### config.mk
export PLATFORM = sky130hd
export DESIGN_NAME = uvmt_cv32e40x_sl_trigger_debug_entry
export DESIGN_NICKNAME = d
export VERILOG_FILES = /design/src/rtl/uvmt_cv32e40x_sl_trigger_debug_entry.sv
export SDC_FILE = /design/constraint.sdc
export NUM_CORES = 1
export LEC_CHECK = 0
export CORE_ASPECT_RATIO = 0.9
export CORE_UTILIZATION = 35
export CTS_BUF_LIST = sky130_fd_sc_hd__clkbuf_4 sky130_fd_sc_hd__clkbuf_8
export CTS_CLUSTER_SIZE = 20
export DETAILED_ROUTE_END_ITERATION = 10
export DONT_BUFFER_PORTS = 1
export PLACE_DENSITY_LB_ADDON = 0.05
export RECOVER_POWER = 50
export SLEW_MARGIN = 20
export SYNTH_ARGS = -nofsm -noshare
export SYNTH_HDL_FRONTEND = slang
export SYNTH_SLANG_ARGS = --single-unit
### constraint.sdc
create_clock -name clk_i -period 3.45 [get_ports clk_i]
set_clock_uncertainty 0.05 [all_clocks]
set_input_delay 0.5175 -clock clk_i [delete_from_list [all_inputs] [get_ports clk_i]]
set_output_delay 0.5175 -clock clk_i [all_outputs]
set_load 0.02 [all_outputs]
### src/rtl/uvmt_cv32e40x_sl_trigger_debug_entry.sv
// ----------------------------------------------------------------------------
// uvmt_cv32e40x_sl_trigger_debug_entry
//
// Support logic downstream of the per-memory-operation trigger match stage.
// For every retired instruction it merges the execute-trigger match and all
// per-operation memory-trigger matches into one per-trigger match. It keeps
// sticky hit flags and a saturating count of hitting retirements. A small FSM
// checks that each trigger hit outside debug mode is followed by a debug-mode
// entry whose cause is "trigger".
//
// Ports:
//   clk_i                    clock
//   rst_i                    synchronous, active-high reset
//   rvfi_valid               an instruction retires this cycle (qualifies rvfi_*)
//   rvfi_dbg_mode            retiring instruction executed in debug mode
//   rvfi_dbg                 debug cause of the retiring instruction (2 = trigger)
//   trigger_match_mem_array  MAX_MEM_ACCESS slices of NUM_TRIGGERS memory matches
//   trigger_match_execute    execute-address match per trigger
//   tdata1_hit_clr           per-trigger pulse clearing the sticky hit flag
//   match_any_o              registered per-trigger match of the last cycle
//   hit_sticky_o             sticky per-trigger hit flags
//   state_o                  FSM state (IDLE=0, PENDING=1, HALTED=2)
//   expect_dbg_o             high while the FSM is in PENDING
//   dbg_entry_ok_o           one-cycle pulse: expected debug entry seen
//   dbg_entry_err_o          one-cycle pulse: debug entry missing or wrong cause
//   match_cnt_o              saturating count of hitting retirements
// ----------------------------------------------------------------------------

package uvmt_cv32e40x_sl_trigger_debug_entry_pkg;

    localparam int CORE_PARAM_DBG_NUM_TRIGGERS = 4;

    localparam logic [2:0] DBG_CAUSE_TRIGGER = 3'd2;

    typedef enum logic [1:0] {
        ST_IDLE    = 2'd0,
        ST_PENDING = 2'd1,
        ST_HALTED  = 2'd2,
        ST_ILLEGAL = 2'd3
    } state_e;

endpackage

module uvmt_cv32e40x_sl_trigger_debug_entry
    import uvmt_cv32e40x_sl_trigger_debug_entry_pkg::*;
#(
    parameter int NUM_TRIGGERS   = CORE_PARAM_DBG_NUM_TRIGGERS,
    parameter int MAX_MEM_ACCESS = 13,
    parameter int TIMEOUT        = 64
) (
    input  logic                                   clk_i,
    input  logic                                   rst_i,
    input  logic                                   rvfi_valid,
    input  logic                                   rvfi_dbg_mode,
    input  logic [2:0]                             rvfi_dbg,
    input  logic [MAX_MEM_ACCESS*NUM_TRIGGERS-1:0] trigger_match_mem_array,
    input  logic [NUM_TRIGGERS-1:0]                trigger_match_execute,
    input  logic [NUM_TRIGGERS-1:0]                tdata1_hit_clr,
    output logic [NUM_TRIGGERS-1:0]                match_any_o,
    output logic [NUM_TRIGGERS-1:0]                hit_sticky_o,
    output logic [1:0]                             state_o,
    output logic                                   expect_dbg_o,
    output logic                                   dbg_entry_ok_o,
    output logic                                   dbg_entry_err_o,
    output logic [15:0]                            match_cnt_o
);

    localparam int                TIMER_W    = $clog2(TIMEOUT + 1);
    localparam logic [TIMER_W-1:0] TIMER_LAST = TIMER_W'(TIMEOUT - 1);

    logic [NUM_TRIGGERS-1:0] match_now;
    logic                    hit;
    logic                    dbg_trig_entry;

    state_e                  state_q, state_d;
    logic [TIMER_W-1:0]      timer_q, timer_d;
    logic [NUM_TRIGGERS-1:0] match_any_q, match_any_d;
    logic [NUM_TRIGGERS-1:0] hit_sticky_q, hit_sticky_d;
    logic                    expect_dbg_q, expect_dbg_d;
    logic                    dbg_entry_ok_q, dbg_entry_ok_d;
    logic                    dbg_entry_err_q, dbg_entry_err_d;
    logic [15:0]             match_cnt_q, match_cnt_d;

    // Merge execute and all memory-operation matches; triggers never fire in
    // debug mode and nothing counts without a retirement.
    always_comb begin
        // NOTE: every signal assigned in always_comb gets a default first so no latch is inferred.
        match_now = trigger_match_execute;
        for (int k = 0; k < MAX_MEM_ACCESS; k++) begin
            match_now = match_now | trigger_match_mem_array[k*NUM_TRIGGERS +: NUM_TRIGGERS];
        end
        if (!rvfi_valid || rvfi_dbg_mode) begin
            match_now = '0;
        end
    end

    assign hit            = |match_now;
    assign dbg_trig_entry = rvfi_valid && rvfi_dbg_mode && (rvfi_dbg == DBG_CAUSE_TRIGGER);

    // Match bookkeeping, independent of the FSM.
    always_comb begin
        match_any_d  = match_now;
        // Set wins over a same-cycle clear.
        hit_sticky_d = (hit_sticky_q & ~tdata1_hit_clr) | match_now;
        match_cnt_d  = match_cnt_q;
        if (hit && (match_cnt_q != 16'hFFFF)) begin
            match_cnt_d = match_cnt_q + 16'd1;
        end
    end

    // Debug-entry checker FSM.
    always_comb begin
        state_d         = state_q;
        dbg_entry_ok_d  = 1'b0;
        dbg_entry_err_d = 1'b0;

        case (state_q)
            ST_IDLE: begin
                if (hit) begin
                    state_d = ST_PENDING;
                end
            end
            ST_PENDING: begin
                // A retirement resolves the pending entry even on the timeout
                // cycle; it is never re-evaluated as a fresh hit.
                if (rvfi_valid) begin
                    if (dbg_trig_entry) begin
                        dbg_entry_ok_d = 1'b1;
                        state_d        = ST_HALTED;
                    end else begin
                        dbg_entry_err_d = 1'b1;
                        state_d         = ST_IDLE;
                    end
                end else if (timer_q == TIMER_LAST) begin
                    dbg_entry_err_d = 1'b1;
                    state_d         = ST_IDLE;
                end
            end
            ST_HALTED: begin
                // First retirement outside debug mode marks the exit; it may
                // itself be a new hit.
                if (rvfi_valid && !rvfi_dbg_mode) begin
                    state_d = hit ? ST_PENDING : ST_IDLE;
                end
            end
            default: begin
                state_d = ST_IDLE;
            end
        endcase

        // PENDING is always entered from another state, where the timer is
        // held at zero, so entry starts counting from 0.
        timer_d      = (state_q == ST_PENDING) ? timer_q + 1'b1 : '0;
        expect_dbg_d = (state_d == ST_PENDING);
    end

    always_ff @(posedge clk_i) begin
        // NOTE: sequential state uses non-blocking assignments so all flops update from pre-edge values.
        if (rst_i) begin
            state_q         <= ST_IDLE;
            timer_q         <= '0;
            match_any_q     <= '0;
            hit_sticky_q    <= '0;
            expect_dbg_q    <= 1'b0;
            dbg_entry_ok_q  <= 1'b0;
            dbg_entry_err_q <= 1'b0;
            match_cnt_q     <= '0;
        end else begin
            state_q         <= state_d;
            timer_q         <= timer_d;
            match_any_q     <= match_any_d;
            hit_sticky_q    <= hit_sticky_d;
            expect_dbg_q    <= expect_dbg_d;
            dbg_entry_ok_q  <= dbg_entry_ok_d;
            dbg_entry_err_q <= dbg_entry_err_d;
            match_cnt_q     <= match_cnt_d;
        end
    end

    assign match_any_o     = match_any_q;
    assign hit_sticky_o    = hit_sticky_q;
    assign state_o         = state_q;
    assign expect_dbg_o    = expect_dbg_q;
    assign dbg_entry_ok_o  = dbg_entry_ok_q;
    assign dbg_entry_err_o = dbg_entry_err_q;
    assign match_cnt_o     = match_cnt_q;

endmodule

==> flow_summary.ini, run 1 <==
[outcome]
status = finished, final reports clean

[timing]
finalHoldViolations = 0
finalSetupTns_ps = 0
worst_slew_pin_slew_ps = 374
slew_headroom_pct = 75.1
whs_ps = 247
rsz0062_at_grt = no
setup_violations = 0
setup_ws_ps = 1400
max_freq_mhz = 489
final.period_utilization_pct = 59.3
drv_slew = 0
period_minus_slack_ps = 2050

[clock_tree]
cts_hold_buf = 0
clock_tree.root_cell = clkbuf_8
cts_setup_buffers = 0
clkTransAtPathRegs_ps = 70
clock-sinks = 36
numCtsBuffers = 5
htreeDepth = 2
cts.repair.resized = 0
clock_path_buffers = 2
clock_latency_ps = 280
cts_tree = done

[die]
initial_core_util_pct = 37.7
die_y_um = 68.9
rows = 23
die_x_um = 76.3
core_area_mm2 = 0.00460
die-area_mm2 = 0.00525
boundaryPins = 96

[synthesis]
ys.flop_type = dfxtp_1
netlist_area_mm2 = 0.00174
async_flop_share_pct = 0
syn_inst = 199
seq_area_frac_synth_pct = 41.5
synth_top_area_share_pct = 41.5
syn_avg_cell_area_um2 = 8.73
synth.top_cells.by_count = 36 x dfxtp_1, 28 x nor2_1, 13 x nor4_1, 11 x nand2_1, 11 x nand3_1
synth.area.top_cells = dfxtp_1 41%, nor2_1 6.0%, mux2_1 5.2%
yosysWarnings = 0
syn-num-nets = 268
yosysMostFrequentCell = dfxtp_1
synth_enable_flop_cells = 0
synth_cell_types = 38
ys_ff_latch = 36
yosysTopAreaCell = dfxtp_1

[detailed_routing]
drt_iter0_drc = 50
ant_nets = 0
avgRoutedWirePerCell_um = 14.6
vias_per_cell = 5.52
drc_errors = 0
num_vias = 1430
routed_wl_mm = 3.79
drt_first_pass_iters = 4

[placement]
dp_slack_ps = 1350
gp_congestion = 0.729
dp.cells = 251
portBuffers = 0
hpwl_mm = 2.81
post_dp_cell_area_mm2 = 0.00174

[global_route]
grt_pass1_wl_mm = 6.21
antenna_found_initial = 0
grt_usage_pct = 15.2
grt_pass1_vias = 1376
grt_max_degree = 38
grt-ovfl-total = 0

[power]
total_leakage_power_nw = 0.660
vdd_drop_max_mv = 0.192
power_density_mw_per_mm2 = 431

[cells_and_area]
synthToLayoutAreaGrowth_pct = 5.69
final_area_mm2 = 0.00184
drive_gt1_share_pct = 8.12
fin_nets = 265
final_cells = 259
antenna_cells = 0

[worst_hold_path]
min_path_type = primary input to flop
worst_hold_path.num_cells = 1

[worst_setup_path]
cp.required_ps = 3570
endpoint_kind = flop
worstSetupStartpointType = flop
cp_max_fo = 17
worst-r2r-cell-count = 5
crit_type = flop to flop
cp.arrival_ps = 2170

[flow_run]
max-cap-violations = 0
## critical path, cell delays in order, from the launching register on
cell and delay [ps]:
dfxtp_1 540, ha_1 330, and4_4 290, and3_4 310
nor3_1 90, mux2_1 320
## path summary, 6_finish.rpt
| kind | from | slack [ps] | end |
|---|---|---|---|
| setup / recovery | match_cnt_o[0]$_SDFFE_PP0P_ | 1400 | match_cnt_o[3]$_SDFFE_PP0P_ |
| hold / removal | rst_i | 250 | hit_sticky_o[0]$_SDFF_PP0_ |
| setup reg to reg | match_cnt_o[0]$_SDFFE_PP0P_ | 1400 | match_cnt_o[3]$_SDFFE_PP0P_ |
| hold reg to reg | timer_q[0]$_SDFF_PP0_ | 410 | timer_q[0]$_SDFF_PP0_ |
## cell usage in the layout, fill, tap and decap left out
cell type | synthesis | layout
nand4_1 | 5 | 5
or4_1 | 4 | 4
clkbuf_8 | 0 | 6
nor2b_1 | 9 | 9
ha_1 | 2 | 2
and3_1 | 5 | 5
a21oi_1 | 9 | 9
and4_4 | 2 | 2
and2b_4 | 1 | 1
o21ba_2 | 2 | 2
inv_1 | 1 | 1
or3b_2 | 1 | 1
nor4_1 | 13 | 13
xor2_1 | 3 | 3
xnor2_1 | 1 | 1
nand2b_1 | 5 | 5
nor2_1 | 28 | 28
or4b_1 | 1 | 1
clkinv_2 | 0 | 2
a211oi_1 | 1 | 1
o31a_1 | 1 | 1
dfxtp_1 | 36 | 36
nand3_1 | 11 | 11
nor3_1 | 10 | 10
and4_1 | 1 | 1
o31ai_1 | 4 | 4
o21ba_1 | 1 | 1
and3_4 | 2 | 2
nand2_1 | 11 | 11
or3b_1 | 1 | 1
or3_1 | 1 | 1
mux2_1 | 8 | 8
nor3b_1 | 3 | 3
nor4b_1 | 1 | 1
nand4b_1 | 1 | 1
o21ai_0 | 4 | 4
## metal layers
layer  GRT usage, %  vias to the layer above  share of wire [%]
met1           16.4                      656                 45
met5              0                        -                  0
met4           7.21                        0                1.1
met2           27.6                       48                 47
li1               -                      721                  -
met3           5.26                        5                6.2
## stage by stage
step	power, mW	util (%)
floorplan	0.494	-
global route	0.833	39.9
global placement	0.492	37.9
CTS	0.804	39.9
detailed placement	0.493	37.9
finish	0.791	39.9
## layout make-up
type                            instances  area (µm²)
Fill cell                             483        2770
Tap cell                               62        77.6
Multi-Input combinational cell        152         942
Sequential cell                        36         721
Clock inverter                          2        10.0
Inverter                                1        3.75
Clock buffer                            6        82.6
## cells by family after synthesis
logic type / Yosys count / synth area share (%)
adder cells (fa/ha/maj): 2 / 1.44
XOR/XNOR: 4 / 2.02
buffers and inverters: 11 / 4.32
flip-flops: 36 / 41.5
AND/OR/NAND/NOR: 116 / 37.4
AO/OA/AOI/OAI: 22 / 8.14
multiplexers: 8 / 5.18
## registers in the layout (all words and copies together) (netlist names)
signal	count
dbg_entry_err_o	1
dbg_entry_ok_o	1
expect_dbg_o	1
hit_sticky_o	4
match_any_o	4
match_cnt_o	16
state_o	2
timer_q	7
## where the power goes
group,switching (mW),internal [mW],total (mW)
Sequential,0.0210,0.425,0.446
Combinational,0.0201,0.0167,0.0368
Clock,0.149,0.159,0.308
Total,0.190,0.601,0.791
Note: power is estimated with default switching activity, not from simulation.
==> run 2: changes to the inputs <==
==> constraint.sdc (replaced) <==
create_clock -name clk_i -period 2.1 [get_ports clk_i]
set_clock_uncertainty 0.05 [all_clocks]
set_input_delay 0.315 -clock clk_i [delete_from_list [all_inputs] [get_ports clk_i]]
set_output_delay 0.315 -clock clk_i [all_outputs]
set_load 0.02 [all_outputs]
==> run 2 against run 1 <==
Against the previous run:
- combinational power is 130% higher
- cell count is 3.5% higher
- setup slack got worse by 1100 ps
- global-route usage up 0.96 points
- utilization grew 0.82 points
- via count up 3.6%
- critical endpoint is now match_cnt_o[4]$_SDFFE_PP0P_
==> flow_summary.ini, run 2 (synthesized netlist as in run 1, its figures left out) <==
[cells_and_area]
largest_reg_flops = 16
synthToLayoutAreaGrowth_pct = 7.85
final_common_cell = dfxtp_1
final_cells = 268
final_cell_mix = 36 x dfxtp_1, 28 x nor2_1, 13 x nor4_1
drive_gt1_share_pct = 8.74
fin_nets = 275
antenna_cells = 0

[placement]
dp_slack_ps = 214
gp_congestion = 0.715
portBuffers = 0
dp.cells = 261
hpwl_mm = 2.90

[power]
finalPower_mw = 1.28
total_leakage_power_nw = 0.678
vdd_drop_max_mv = 0.322
power_density_mw_per_mm2 = 682

[timing]
finalHoldViolations = 0
worst_slew_pin_slew_ps = 416
setup_ws_ps = 289
slew_headroom_pct = 72.2
drv_slew = 0
max_freq_mhz = 552
finalSetupTns_ps = 0
period_minus_slack_ps = 1810
setup_violations = 0
whs_ps = 43.5
rsz0062_at_grt = no
final.period_utilization_pct = 86.3

[clock_tree]
clock_latency_ps = 280
clkTransAtPathRegs_ps = 70
cts_setup_buffers = 0
clock_path_buffers = 2
cts.repair.resized = 0
cts_tree = done
clock_tree.root_cell = clkbuf_8
numCtsBuffers = 5
cts_hold_buf = 0
htreeDepth = 2
clock-sinks = 36

[worst_setup_path]
worst-r2r-cell-count = 5
endpoint_kind = flop
cp.required_ps = 2270
timing.rr.end = match_cnt_o[4]$_SDFFE_PP0P_
crit_type = flop to flop
cp.arrival_ps = 1980
timing.reg2reg.setup_slack_ps = 290
worstSetupStartpointType = flop
endpoint = match_cnt_o[4]$_SDFFE_PP0P_
cp-startpoint = match_cnt_o[0]$_SDFFE_PP0P_
r2r-start = match_cnt_o[0]$_SDFFE_PP0P_
cp_max_fo = 17

[die]
core_area_mm2 = 0.00460
die-area_mm2 = 0.00525
initial_core_util_pct = 37.7
boundaryPins = 96
die_y_um = 68.9
die_x_um = 76.3
rows = 23

[detailed_routing]
avgRoutedWirePerCell_um = 14.9
drt_first_pass_iters = 7
drt_iter0_drc = 53
num_vias = 1481
routed_wl_mm = 3.99
drc_errors = 0
vias_per_cell = 5.53
ant_nets = 0

[worst_hold_path]
min_path_type = primary input to flop
hold_start = rst_i

[outcome]
status = finished, final reports clean

[global_route]
grt_max_degree = 38
grt_pass1_vias = 1527
grt-ovfl-total = 0
grt_usage_pct = 16.2
grt_pass1_wl_mm = 6.67
antenna_found_initial = 0

[flow_run]
max-cap-violations = 0
[run 2: power breakdown]
group | total [mW] | internal, mW | switching (mW)
sequential | 0.721 | 0.699 | 0.0224
combinational | 0.0830 | 0.0341 | 0.0489
clock | 0.473 | 0.238 | 0.235
total | 1.28 | 0.972 | 0.306
[run 2: how the worst min path moves through the flow]
stage                                  end  slack (ps)  cells after the start
6_report        hit_sticky_o[0]$_SDFF_PP0_          40                      1
5_1_grt         hit_sticky_o[0]$_SDFF_PP0_          20                      1
4_1_cts        match_cnt_o[6]$_SDFFE_PP0P_          30                      1
3_5_place_dp    hit_sticky_o[3]$_SDFF_PP0_         340                      1
3_3_place_gp    hit_sticky_o[1]$_SDFF_PP0_         340                      1
2_1_floorplan    dbg_entry_ok_o$_SDFF_PP0_         340                      1
[run 2: stage by stage]
stage | util, % | area (µm²)
global placement | 39.5 | 1820
finish | 40.7 | 1870
global route | 40.7 | 1870
CTS | 41.3 | 1900
floorplan | - | 1740
detailed placement | 39.5 | 1820
[run 2: layout make-up]
| class | instances | area, µm² |
|---|---|---|
| Sequential cell | 36 | 721 |
| Clock inverter | 1 | 5.00 |
| Inverter | 1 | 3.75 |
| Timing Repair Buffer | 10 | 48.8 |
| Fill cell | 486 | 2730 |
| Multi-Input combinational cell | 152 | 942 |
| Tap cell | 62 | 77.6 |
| Clock buffer | 6 | 76.3 |
[run 2: per-layer routing]
layer	routed length, µm	track usage (%)
met5	0	0
met4	17	6.97
met3	260	5.13
met2	1930	29.8
met1	1780	17.6
[run 2: worst max-delay path, stage by stage, from the launching register on]
cell and delay [ps]:
dfxtp_1 320, ha_1 270, and4_4 240, and3_4 250
or4_1 470, a21oi_1 140
